$ cat src/rtl/golife_ctrl.sv
// golife_ctrl: upstream sequencer for the golife cell array.
//
// The controller collects an initial pattern one row per valid/ready beat and
// assembles it onto the ingrid bus. It then pulses load once and issues a
// programmed number of single-cycle run strobes separated by a programmable
// idle gap. A one-cycle done pulse reports completion.
//
// Ports
//   clk        in   clock
//   rst        in   asynchronous active-low reset
//   start      in   begin a fill sequence (sampled in IDLE only)
//   abort      in   return to IDLE from any state, no done pulse
//   gens       in   generations to run, latched on accepted start
//   period     in   idle cycles between run strobes, latched on accepted start
//   row_valid  in   row_data valid
//   row_ready  out  a row is accepted this cycle (high only in FILL)
//   row_data   in   pattern row, rows arrive in order 0..SIDEWIDTH-1
//   ingrid     out  assembled pattern, row r = ingrid[r]
//   load       out  one-cycle load strobe to the array
//   run        out  one-cycle generation strobe to the array
//   busy       out  state != IDLE
//   done       out  one-cycle completion pulse
//   gen_count  out  run strobes issued since the last accepted start
//
// State  | meaning
// -------+--------------------------------------------------------------
// IDLE   | waiting for start; ingrid and gen_count hold
// FILL   | accepting pattern rows on the valid/ready handshake
// LOAD   | single-cycle load strobe; ingrid stable from here on
// RUN    | timer counts down the gap; run strobe when it reaches zero
// DONE   | single-cycle done pulse, then back to IDLE

module golife_ctrl #(
  parameter int SIDEWIDTH = 10,
  parameter int GENW      = 16,
  parameter int PERW      = 8
) (
  input  logic                                 clk,
  input  logic                                 rst,
  input  logic                                 start,
  input  logic                                 abort,
  input  logic [GENW-1:0]                      gens,
  input  logic [PERW-1:0]                      period,
  input  logic                                 row_valid,
  output logic                                 row_ready,
  input  logic [SIDEWIDTH-1:0]                 row_data,
  output logic [SIDEWIDTH-1:0][SIDEWIDTH-1:0]  ingrid,
  output logic                                 load,
  output logic                                 run,
  output logic                                 busy,
  output logic                                 done,
  output logic [GENW-1:0]                      gen_count
);

  localparam int IDXW = (SIDEWIDTH > 1) ? $clog2(SIDEWIDTH) : 1;
  localparam logic [IDXW-1:0] IDX_LAST = IDXW'(SIDEWIDTH - 1);
  localparam logic [IDXW-1:0] IDX_ONE  = IDXW'(1);
  localparam logic [GENW-1:0] GEN_ONE  = GENW'(1);
  localparam logic [PERW-1:0] PER_ONE  = PERW'(1);

  typedef enum logic [2:0] {
    S_IDLE = 3'd0,
    S_FILL = 3'd1,
    S_LOAD = 3'd2,
    S_RUN  = 3'd3,
    S_DONE = 3'd4
  } state_t;

  state_t state, state_nxt;

  logic [IDXW-1:0]                     row_idx;
  logic [GENW-1:0]                     gens_l;
  logic [PERW-1:0]                     period_l;
  logic [PERW-1:0]                     timer;
  logic [GENW-1:0]                     gen_cnt_q;
  logic [SIDEWIDTH-1:0][SIDEWIDTH-1:0] ingrid_q;

  logic accept;
  logic beat;
  logic last_row;
  logic timer_zero;
  logic last_gen;

  assign accept     = (state == S_IDLE) && start && !abort;
  assign beat       = (state == S_FILL) && row_valid;
  assign last_row   = (row_idx == IDX_LAST);
  assign timer_zero = (timer == '0);
  // Compared in GENW bits so the all-ones generation count still terminates.
  assign last_gen   = ((gen_cnt_q + GEN_ONE) == gens_l);

  // State register
  always_ff @(posedge clk or negedge rst) begin
    if (!rst) state <= S_IDLE;
    else      state <= state_nxt;
  end

  // Next-state logic
  always_comb begin
    state_nxt = state;
    case (state)
      S_IDLE: if (accept) state_nxt = S_FILL;
      S_FILL: if (beat && last_row) state_nxt = S_LOAD;
      S_LOAD: state_nxt = (gens_l == '0) ? S_DONE : S_RUN;
      S_RUN:  if (timer_zero && last_gen) state_nxt = S_DONE;
      S_DONE: state_nxt = S_IDLE;
      default: state_nxt = S_IDLE;
    endcase
    // Abort overrides every transition; strobes decoded this cycle still fire.
    if (abort && state != S_IDLE) state_nxt = S_IDLE;
  end

  // Moore output decode
  always_comb begin
    row_ready = (state == S_FILL);
    load      = (state == S_LOAD);
    run       = (state == S_RUN) && timer_zero;
    busy      = (state != S_IDLE);
    done      = (state == S_DONE);
  end

  // Datapath: row assembly, latched parameters, gap timer, strobe counter
  always_ff @(posedge clk or negedge rst) begin
    if (!rst) begin
      row_idx   <= '0;
      gens_l    <= '0;
      period_l  <= '0;
      timer     <= '0;
      gen_cnt_q <= '0;
      ingrid_q  <= '0;
    end else begin
      case (state)
        S_IDLE: begin
          if (accept) begin
            row_idx   <= '0;
            gen_cnt_q <= '0;
            gens_l    <= gens;
            period_l  <= period;
          end
        end
        S_FILL: begin
          if (beat) begin
            ingrid_q[row_idx] <= row_data;
            row_idx           <= row_idx + IDX_ONE;
          end
        end
        S_LOAD: timer <= period_l;
        S_RUN: begin
          if (timer_zero) begin
            gen_cnt_q <= gen_cnt_q + GEN_ONE;
            timer     <= period_l;
          end else begin
            timer <= timer - PER_ONE;
          end
        end
        default: ;
      endcase
    end
  end

  assign ingrid    = ingrid_q;
  assign gen_count = gen_cnt_q;

endmodule

$ cat config.mk
export PLATFORM = sky130hd
export DESIGN_NAME = golife_ctrl
export DESIGN_NICKNAME = d
export VERILOG_FILES = /design/src/rtl/golife_ctrl.sv
export SDC_FILE = /design/constraint.sdc
export NUM_CORES = 1
export LEC_CHECK = 0
export BUFFER_PORTS_ARGS = -buffer_cell sky130_fd_sc_hd__buf_4
export CORE_UTILIZATION = 40
export DETAILED_ROUTE_END_ITERATION = 8
export PLACE_DENSITY = 0.67
export SKIP_CTS_REPAIR_TIMING = 1
export SYNTH_ARGS = -nofsm -noshare
export SYNTH_HDL_FRONTEND = slang
export SYNTH_SLANG_ARGS = --single-unit
$ cat constraint.sdc
create_clock -name clk -period 2.8 [get_ports clk]
set_clock_uncertainty 0.15 [all_clocks]
set_input_delay 0.56 -clock clk [delete_from_list [all_inputs] [get_ports clk]]
set_output_delay 0.56 -clock clk [all_outputs]
set_load 0.1 [all_outputs]
Yosys cells after proc, flatten, opt, wreduce, memory -nomap -nowiden
Cells that the tools add are included.
{ "classes": {"mux": 17, "addsub": 3, "magnitude_cmp": 2, "reduce_logical": 21, "n_eq_ne": 12} }
{ "ops": {"columns": ["op", "count"], "rows": [
  ["100-bit bitwise mux", 1],
  ["10-bit demux with 4-bit select", 1],
  ["16-bit two-way mux", 2],
  ["16-bit one-hot mux with 2 select lines", 1],
  ["16-bit by 1-bit adder with 16-bit output (second input constant)", 1],
  ["16-bit equality test", 1],
  ["16-bit logical NOT", 1],
  ["8-bit one-hot mux with 2 select lines", 1],
  ["3-bit two-way mux", 5],
  ["3-bit one-hot mux with 4 select lines", 1],
  ["10-bit two-way mux", 1],
  ["3-bit AND reduction", 3],
  ["1-bit logical AND", 8],
  ["8-bit logical NOT", 1],
  ["4-bit two-way mux", 2],
  ["8-bit two-way mux", 1],
  ["4-bit one-hot mux with 2 select lines", 1],
  ["8-bit by 1-bit subtractor with 8-bit output (second input constant)", 1],
  ["3-bit by 2-bit equality test with 1-bit output (second input constant)", 2],
  ["2-bit nonzero test", 3],
  ["4-bit by 5-bit less-than comparator with 1-bit output (second input constant)", 1],
  ["4-bit by 1-bit adder with 4-bit output (second input constant)", 1],
  ["4-bit equality test (second input constant)", 1],
  ["4-bit by 1-bit greater-or-equal comparator with 1-bit output (second input constant)", 1],
  ["other kinds (11)", 13]
]} }
{ "totals": {"input_bits": 39, "output_inout_bits": 121, "register_bits": 155} }

Longest topological paths before layout
Gate-level depths: netlist of the first run.
{ "depth": {"ltp_word": 6, "ltp_mapped": 9, "mapped_depth_nobuf": 8} }

Worst setup path after synthesis of the first run
No wires, ideal clock.
{ "synth_timing": {"path_kind": "register -> output", "start": "register state[0]", "end": "output port done", "stages_incl_launch_ff": 3, "setup_slack_ps": -643, "arrival_time_ps": 2733, "n_path_buf": 1, "path_cell_list": "dfrtp_1 -> clkbuf_8 -> nor3b_1"} }
{ "synth_via": {"elab_chain_len": 1} }
{ "synth_lines": {"columns": ["element", "line", "rtl"], "rows": [
  ["from (decl)", "69", "state_t state, state_nxt;"],
  ["from (signal assigned)", "94", "else state <= state_nxt;"],
  ["3-bit equality test", "118", "done = (state == S_DONE);"],
  ["to (decl)", "51", "output logic done,"]
]} }
No other way between the ends.

Worst setup path in the final report of the first run
{ "layout_timing": {"start": "register gen_cnt_q[3], in the netlist gen_count[3]", "end": "register state[2]"} }
{ "layout_via": {"elab_chain_len": 5} }
{ "layout_lines": {"columns": ["element", "line", "rtl"], "rows": [
  ["from (decl)", "75", "logic [GENW-1:0] gen_cnt_q;"],
  ["from (signal assigned)", "149", "gen_cnt_q <= gen_cnt_q + GEN_ONE;"],
  ["16-bit by 1-bit adder with 16-bit output", "89", "assign last_gen = ((gen_cnt_q + GEN_ONE) == gens_l);"],
  ["16-bit equality test", "89", null],
  ["1-bit logical AND", "104", "S_RUN: if (timer_zero && last_gen) state_nxt = S_DONE;"],
  ["3-bit inequality test (no line)", null, null],
  ["3-bit AND reduction (no line)", null, null]
]} }
No other way between the ends.
A chain may end at the register's enable or synchronous reset.

==> impl_metrics.toml, run 1 <==
[power_and_ir_drop]
internal_power_w = 0.004905
p_switching_w = 0.004615
power_density_nw_per_um2 = 1042
power.total_w = 0.009520
ir_worst_vdd_mv = 1.166
pwr-share-clk = 0.237
pwr-share-seq = 0.314
p_sw_frac = 0.4848
combPwrFrac = 0.449
power_leakage_nw = 4.497

[setup_path]
start_kind = "flip-flop"
rr_startpoint = "gen_count[3]$_DFFE_PN0P_"
cp_max_fo = 10
required_ns = 2.96
reg2reg_depth = 8
critPathArrivalTime_ns = 2.86
end_kind = "flip-flop"
r2r_slack_ns = 0.10
crit_type = "reg2reg"
reg2reg_to = "state[2]$_DFFE_PN0P_"

[synthesis]
ys_ff_latch = 155
ys.flop_type = "dfrtp_1"
syn-num-nets = 658
syn_avg_cell_area_um2 = 11.47
synth_seq_area_share = 0.5526
yosys.cell_types.count = 49
syn-cell-area_um2 = 7019
async_flop_share = 1.000
synth_edf_count = 0
yosysWarnings = 0
syn_inst = 612

[sta]
setup-tns-final_ns = 0
fmax_mhz = 370.9
setup_slack_ns = 0.1035
setup_viol = 0
maxSlewHeadroom = 0.3822
maxSlewViolCount = 0
layout_min_cycle_time_ns = 2.696
post-route-period-util = 0.9630
worst_pin_slew_ns = 0.9233
fin_hold_ws_ns = 0.1863
finalHoldViolCount = 0

[clocking]
cts_root_buffer = "clkbuf_16"
cts_tree = "yes"
cts_buffer_depth = 2
clock-sinks = 155
clk_pin_slew_ns = 0.06
insertion_delay_ns = 0.41
cts_buffers = 17
cts.htree.levels = 4

[placement]
io_buffer_count = 159
dp_worst_setup_slack_ns = 0.02440
place.gp.congestion = 0.8329
dpl.hpwl_um = 13050

[global_routing]
grt_max_degree = 58
grt_pass1_vias = 5398
grtUsageTotal = 0.2114
grt_pass1_wl_um = 29190
grt_antenna_before_repair = 0
grt_overflow = 0

[detailed_routing]
drc_errors = 0
vias_per_cell = 5.216
route.met3.wl_um = 1478
wl_met1_um = 7693
highest_layer = "met4"
vias = 5273
ant_nets = 0
routed_wl_um = 18170
route.met2.wl_um = 8887
initialDrtViolationCount = 254
wl_per_cell_um = 17.98
drtPass1Iterations = 5

[min_path]
hold_start = "gens[7]"
whs_path_depth = 3
hold_class = "in2reg"
hold_path_end = "gens_l[7]$_DFFE_PN0P_"

[floorplanning]
io_pins = 160
start_util = 0.4072
rows = 48
fp.dieH_um = 134.5
coreArea_um2 = 17240
die-width_um = 134.5
dieArea_um2 = 18080

[run_status]
outcome = "finished, final reports clean"

[finish]
fin_nets = 819
area_growth_pct = 30.12
diodes = 0
fin_util = 0.5299
drive_above_1_share = 0.4338

[job]
maxCapViolCount = 0
==> state kept, by name, indices dropped and copies added (netlist names) <==
| name | count |
|---|---|
| gen_count | 16 |
| gens_l | 16 |
| ingrid | 100 |
| period_l | 8 |
| row_idx | 4 |
| state | 3 |
| timer | 8 |
==> worst max-delay path: stages, from the launching register on <==
cell and delay, ns:
dfrtp_2 0.47, nand4_1 0.18, nor4_4 0.37, xnor2_1 0.12, or4_4 0.55, nor4_4 0.31
buf_4 0.16, a21oi_1 0.07, nor4_2 0.24
==> worst max-delay path by stage <==
stage / to / slack (ns) / start
3_3_place_gp: state[2]$_DFFE_PN0P_ / 0.11 / gen_count[10]$_DFFE_PN0P_
4_1_cts: run / -0.01 / timer[3]$_DFFE_PN0N_
2_1_floorplan: state[1]$_DFFE_PN0P_ / 0.03 / gen_count[4]$_DFFE_PN0P_
5_1_grt: state[2]$_DFFE_PN0P_ / -0.005 / gen_count[0]$_DFFE_PN0P_
3_5_place_dp: state[2]$_DFFE_PN0P_ / 0.02 / gen_count[0]$_DFFE_PN0P_
6_report: state[2]$_DFFE_PN0P_ / 0.10 / gen_count[3]$_DFFE_PN0P_
==> metrics by stage <==
step | cell area (µm²) | instances
2_1_floorplan | 7059 | 612
3_3_place_gp | 8484 | 976
3_5_place_dp | 8484 | 976
4_1_cts | 9065 | 1008
5_1_grt | 9134 | 1011
6_report | 9134 | 1011
==> power by group through the flow <==
stage	Sequential (W)	Clock (W)	Combinational, W
floorplan	0.00574	0	0.000576
global placement	0.00299	0	0.00425
detailed placement	0.00301	0	0.00428
CTS	0.00299	0.00231	0.00429
global route	0.00305	0.00241	0.00440
finish	0.00299	0.00226	0.00427
==> layout make-up <==
cell class	count	area (µm²)
sequential	155	3910
inverter	8	30.03
fill	1495	8103
multi-input combinational	411	2958
clock buffer	22	474.2
timing repair buffer	180	1374
clock inverter	10	106.4
tap	225	281.5
==> logic make-up after synthesis <==
group           after synthesis  share of synthesized area
xor+xnor                     19                    0.02371
simple gates                215                     0.1554
fa+ha+maj                     7                    0.01248
buf+inv                      46                    0.03280
compound gates               69                    0.06114
mux                         101                     0.1619
flops                       155                     0.5526
==> per-layer routing <==
metal | vias to the layer above | global-route usage
li1 | 2448 | -
met1 | 2665 | 0.2651
met2 | 154 | 0.3454
met3 | 6 | 0.07845
met4 | 0 | 0.05306
met5 | - | 0
==> layout by cell type, fill, tap and decap left out, types with 3 or more instances in the layout <==
cell type | Yosys | routed
buf_4 | 2 | 176
dfrtp_1 | 155 | 140
mux2_2 | 100 | 100
nand2_1 | 100 | 100
o21ai_0 | 33 | 33
nor2_1 | 31 | 30
clkbuf_16 | 0 | 17
xnor2_1 | 15 | 15
o31ai_1 | 13 | 13
nand3_1 | 12 | 12
and2_1 | 11 | 11
dfrtp_2 | 0 | 10
nor3_1 | 9 | 9
inv_1 | 8 | 8
a21oi_1 | 7 | 7
nand4_1 | 7 | 7
ha_1 | 7 | 7
nor2b_1 | 5 | 5
and3_1 | 5 | 5
nor4_1 | 7 | 5
dfrtp_4 | 0 | 5
a221o_1 | 4 | 4
nor3b_1 | 5 | 4
xor2_1 | 4 | 4
clkinv_4 | 0 | 4
or3_1 | 3 | 3
nor4_4 | 1 | 3
or4_1 | 4 | 3
nand3b_1 | 3 | 3
clkbuf_8 | 4 | 3
inv_6 | 0 | 3
==> synthesized netlist by cell type, drive strengths merged, types with 3 or more instances <==
master / number / area [µm²]
dfrtp: 155 / 3879
mux2: 100 / 1126
nand2: 100 / 375.4
o21ai: 33 / 165.2
nor2: 31 / 116.4
clkbuf: 24 / 131.4
xnor2: 15 / 131.4
buf: 14 / 68.81
nand3: 13 / 77.58
o31ai: 13 / 97.59
and2: 11 / 68.82
nor4: 10 / 90.08
nand4: 9 / 86.33
nor3: 9 / 45.04
inv: 8 / 30.03
a21oi: 7 / 35.03
ha: 7 / 87.58
nor3b: 6 / 50.05
and3: 5 / 31.28
nor2b: 5 / 31.28
a221o: 4 / 40.04
or4: 4 / 30.03
xor2: 4 / 35.03
nand3b: 3 / 22.52
or3: 3 / 18.77
Power figures use the tool's default switching activity.
==> run 2, diff against run 1 <==
--- a/config.mk
+++ b/config.mk
@@ -5,6 +5,7 @@
 export SDC_FILE = /design/constraint.sdc
 export NUM_CORES = 1
 export LEC_CHECK = 0
+export ABC_AREA = 1
 export BUFFER_PORTS_ARGS = -buffer_cell sky130_fd_sc_hd__buf_4
 export CORE_UTILIZATION = 40
 export DETAILED_ROUTE_END_ITERATION = 8
==> impl_metrics.toml, run 2 <==
[run_status]
outcome = "finished, violations left"
failed_checks = "hold timing"

[sta]
setup_slack_ns = 0.1551
post-route-period-util = 0.9446
layout_min_cycle_time_ns = 2.645
fmax_mhz = 378.1
maxSlewHeadroom = 0.5852
maxSlewViolCount = 0
fin_hold_ws_ns = -0.009535
rsz0062_at_grt = "no"
setup_viol = 0
finalHoldViolCount = 20
worst_pin_slew_ns = 0.6204

[power_and_ir_drop]
power_leakage_nw = 4.516
pwr-share-clk = 0.186
ir_worst_vdd_mv = 1.050
pwr-share-seq = 0.284
p_switching_w = 0.006648
power_density_nw_per_um2 = 1356
internal_power_w = 0.005544
power.total_w = 0.01219
p_sw_frac = 0.5453
combPwrFrac = 0.530

[setup_path]
required_ns = 2.09
reg2reg_to = "state[0]$_DFFE_PN0P_"
crit_type = "reg2out"
start_kind = "flip-flop"
end_kind = "primary output"
reg2reg_depth = 14
r2r_slack_ns = 0.38
critPathArrivalTime_ns = 1.93
cp_max_fo = 8
rr_startpoint = "gen_count[0]$_DFFE_PN0P_"

[placement]
dp_worst_setup_slack_ns = 0.3958
io_buffer_count = 159
place.gp.congestion = 0.8369
dpl.hpwl_um = 13510

[detailed_routing]
drtPass1Iterations = 5
wl_per_cell_um = 15.49
initialDrtViolationCount = 396
routed_wl_um = 18680
drc_errors = 0
vias = 5953
vias_per_cell = 4.936
ant_nets = 0

[synthesis]
synth_area_leader_cell = "dfrtp_1"
syn_inst = 806
yosys.cell_types.count = 30
syn-cell-area_um2 = 6902
synth_common_cells = "nand2_1, dfrtp_1, o21ai_0"
syn_avg_cell_area_um2 = 8.563
ys_ff_latch = 155
synth_top_area_share = 0.5620
synth.area.top_cells = "dfrtp_1, nand2_1, o21ai_0"
synth_edf_count = 0
syn-num-nets = 852
synth.most_common_cell = "nand2_1"
yosysWarnings = 0
ys.flop_type = "dfrtp_1"
async_flop_share = 1.000
synth_seq_area_share = 0.5620

[floorplanning]
rows = 47
fp.dieH_um = 133.4
start_util = 0.4132
io_pins = 160
coreArea_um2 = 16700
dieArea_um2 = 17780
die-width_um = 133.4

[global_routing]
grt_max_degree = 65
grt_overflow = 0
grt_pass1_vias = 5888
grt_pass1_wl_um = 30660
grt_antenna_before_repair = 0
grtUsageTotal = 0.2232

[clocking]
cts_root_buffer = "clkbuf_16"
cts.htree.levels = 4
cts_buffers = 17
cts_tree = "yes"
cts_buffer_depth = 2
clock-sinks = 155
clk_pin_slew_ns = 0.06
insertion_delay_ns = 0.42

[finish]
drive_above_1_share = 0.2414
fin_nets = 1019
largest_register_ffs = 100
multi_input_area_um2 = 2611
seq_area_um2 = 3879
area_growth_pct = 30.31
nFillCells = 1617
diodes = 0
final_common_cell = "nand2_1"
mostFrequentLayoutCells = "nand2_1, buf_4, dfrtp_1"

[job]
maxCapViolCount = 0

[min_path]
hold_class = "in2async"
-- run 2: kinds of logic after synthesis --
logic type	after synthesis	synth area share
compound gates	166	0.1236
xor+xnor	8	0.01015
fa+ha+maj	7	0.01269
buf+inv	109	0.06037
flops	155	0.5620
simple gates	361	0.2311
-- run 2: through the flow --
| step | instances | hold WS, ns | util | TNS, ns | cell area, µm² |
|---|---|---|---|---|---|
| 3_3_place_gp | 1174 | 0.3172 | 0.5036 | 0 | 8411 |
| 2_1_floorplan | 806 | 0.1144 | - | -5.127 | 6907 |
| 4_1_cts | 1206 | -0.003253 | 0.5383 | 0 | 8990 |
| 6_report | 1206 | -0.009535 | 0.5385 | 0 | 8994 |
| 3_5_place_dp | 1174 | 0.3240 | 0.5036 | 0 | 8411 |
| 5_1_grt | 1206 | 0.02333 | 0.5385 | 0 | 8994 |
-- run 2: cell type report --
cell class / instances / area share
clock buffer: 17 / 0.04730
clock inverter: 15 / 0.01711
inverter: 80 / 0.03339
multi-input combinational: 542 / 0.2903
sequential: 155 / 0.4313
tap: 220 / 0.03061
timing repair buffer: 177 / 0.1500
-- run 2: how the worst max path moves through the flow --
stage / start / endpoint / slack, ns
after floorplan: state[1]$_DFFE_PN0P_ / ingrid[20]$_DFFE_PN0P_ / -0.07
after global placement: gen_count[0]$_DFFE_PN0P_ / state[0]$_DFFE_PN0P_ / 0.39
after detailed placement: gen_count[0]$_DFFE_PN0P_ / state[0]$_DFFE_PN0P_ / 0.40
after CTS: state[2]$_DFFE_PN0P_ / run / 0.07
after global routing: state[1]$_DFFE_PN0P_ / run / 0.05
final: state[2]$_DFFE_PN0P_ / run / 0.16
-- run 2: power by group through the flow --
stage	Combinational (W)	Clock [W]	Sequential (W)
3_5_place_dp	0.00648	0	0.00348
3_3_place_gp	0.00643	0	0.00347
2_1_floorplan	0.00143	0	0.00703
5_1_grt	0.00682	0.00241	0.00355
4_1_cts	0.00649	0.00232	0.00346
6_report	0.00646	0.00227	0.00346
-- run 2: layer usage --
metal | GRT usage | vias to the layer above | share of wire
met1 | 0.2923 | 2788 | 0.45
met4 | 0.07323 | 0 | 0.011
met5 | 0 | - | 0
met3 | 0.07686 | 17 | 0.082
li1 | - | 2968 | -
met2 | 0.3461 | 180 | 0.46
-- run 2: worst max-delay path: stages, from the launching register on --
cell     delay (ns)
dfrtp_1        0.42
nor2_1         0.18
inv_2          0.10
nor2_1         0.16
inv_1          0.10
nor2_4         0.28
buf_6          0.28
==> run 3, diff against run 2 <==
==> constraint.sdc (replaced) <==
create_clock -name clk -period 3.1 [get_ports clk]
set_clock_uncertainty 0.15 [all_clocks]
set_input_delay 0.62 -clock clk [delete_from_list [all_inputs] [get_ports clk]]
set_output_delay 0.62 -clock clk [all_outputs]
set_load 0.1 [all_outputs]
==> impl_metrics.toml, run 3 (synthesis results as in run 2) <==
[global_routing]
grt_pass1_wl_um = 30470
grt_antenna_before_repair = 0
grt_overflow = 0
grtUsageTotal = 0.2219
grt_pass1_vias = 5809
grt_max_degree = 58

[clocking]
cts.htree.levels = 4
cts_buffers = 17
cts_root_buffer = "clkbuf_16"
clock-sinks = 155
cts_buffer_depth = 2
clk_pin_slew_ns = 0.06
insertion_delay_ns = 0.42
cts_tree = "yes"

[detailed_routing]
ant_nets = 0
vias_per_cell = 5.025
wl_per_cell_um = 15.54
drtPass1Iterations = 5
drc_errors = 0
vias = 6015
initialDrtViolationCount = 401
routed_wl_um = 18600

[setup_path]
crit_type = "reg2out"
setup.worst_path.end = "run"
start_kind = "flip-flop"
end_kind = "primary output"
required_ns = 2.33
reg2reg_depth = 12
cp_max_fo = 5
critPathArrivalTime_ns = 2.04
rr_startpoint = "gen_count[0]$_DFFE_PN0P_"
r2r_slack_ns = 0.65
crit_start = "timer[0]$_DFFE_PN0N_"
reg2reg_to = "state[1]$_DFFE_PN0P_"

[floorplanning]
fp.dieH_um = 133.4
coreArea_um2 = 16700
start_util = 0.4132
die-width_um = 133.4
dieArea_um2 = 17780
io_pins = 160
rows = 47

[finish]
fin_nets = 1010
largest_register_ffs = 100
mostFrequentLayoutCells = "nand2_1, buf_4, dfrtp_1"
area_growth_pct = 30.57
drive_above_1_share = 0.2334
final_common_cell = "nand2_1"
diodes = 0

[sta]
rsz0062_at_grt = "no"
post-route-period-util = 0.9076
setup_slack_ns = 0.2866
fin_hold_ws_ns = -0.001397
maxSlewViolCount = 0
worst_pin_slew_ns = 0.6814
finalHoldViolCount = 3
maxSlewHeadroom = 0.5444
setup-tns-final_ns = 0
setup_viol = 0
layout_min_cycle_time_ns = 2.813
fmax_mhz = 355.4

[power_and_ir_drop]
ir_worst_vdd_mv = 0.9508
power_leakage_nw = 4.516
power_density_nw_per_um2 = 1250

[run_status]
failed_checks = "hold timing"
outcome = "finished, violations left"

[placement]
io_buffer_count = 159
dp_worst_setup_slack_ns = 0.6294
dpl.hpwl_um = 13320
place.gp.congestion = 0.8634

[min_path]
hold_class = "in2async"

[job]
maxCapViolCount = 0
[run 3: changes by cell type in the layout (fill, tap and decap cells not counted)]
cell        delta
buf_4          -9
bufinv_16      +4
clkinv_8       -1
clkbuf_8       +1
inv_6          -3
clkinvlp_4     -1
clkbuf_1       +1
buf_6          -1
inv_8          -1
buf_12         +1
[run 3: how the worst min path moves through the flow]
stage,startpoint,endpoint
2_1_floorplan,rst,gen_count[0]$_DFFE_PN0P_
3_3_place_gp,ingrid[32]$_DFFE_PN0P_,ingrid[32]$_DFFE_PN0P_
3_5_place_dp,period_l[5]$_DFFE_PN0P_,period_l[5]$_DFFE_PN0P_
4_1_cts,rst,gen_count[7]$_DFFE_PN0P_
5_1_grt,rst,gen_count[7]$_DFFE_PN0P_
6_report,rst,gens_l[7]$_DFFE_PN0P_
[run 3: metrics by stage]
step                      total power [W]  cells    util  area (µm²)
after detailed placement         0.008978   1165  0.5003        8356
after global placement           0.008920   1165  0.5003        8356
after floorplan                  0.007643    806       -        6907
after CTS                         0.01133   1197  0.5396        9011
after global routing              0.01181   1197  0.5396        9011
final                             0.01127   1197  0.5396        9011
[run 3: worst max-delay path: stages (launching register included)]
cell and delay, ns:
dfrtp_1 0.36, inv_1 0.13, ha_1 0.17, nand3_1 0.08
nor2_1 0.32, inv_1 0.13, nor2_4 0.13, buf_4 0.30
[run 3: where the power goes]
part	internal [W]	switching (W)	total [W]
logic	0.00115	0.00466	0.00581
clock network	0.00146	0.000863	0.00232
registers	0.00271	0.000422	0.00313
total	0.00532	0.00595	0.0113
[run 3: area by class of cell]
class,count,area (µm²)
clock buffers,19,442.9
multi-input cells,542,2611
repair buffers,168,1290
well taps,220,275.3
clock inverters,13,212.7
fillers,1606,7690
inverters,80,300.3
flip-flops and latches,155,3879
[run 3: per-layer routing]
layer | global-route usage | vias to the layer above | wire (µm)
met3 | 0.06545 | 23 | 1296
li1 | - | 2944 | -
met4 | 0.07008 | 0 | 246
met2 | 0.3527 | 175 | 8885
met1 | 0.2913 | 2873 | 8172
met5 | 0 | - | 0
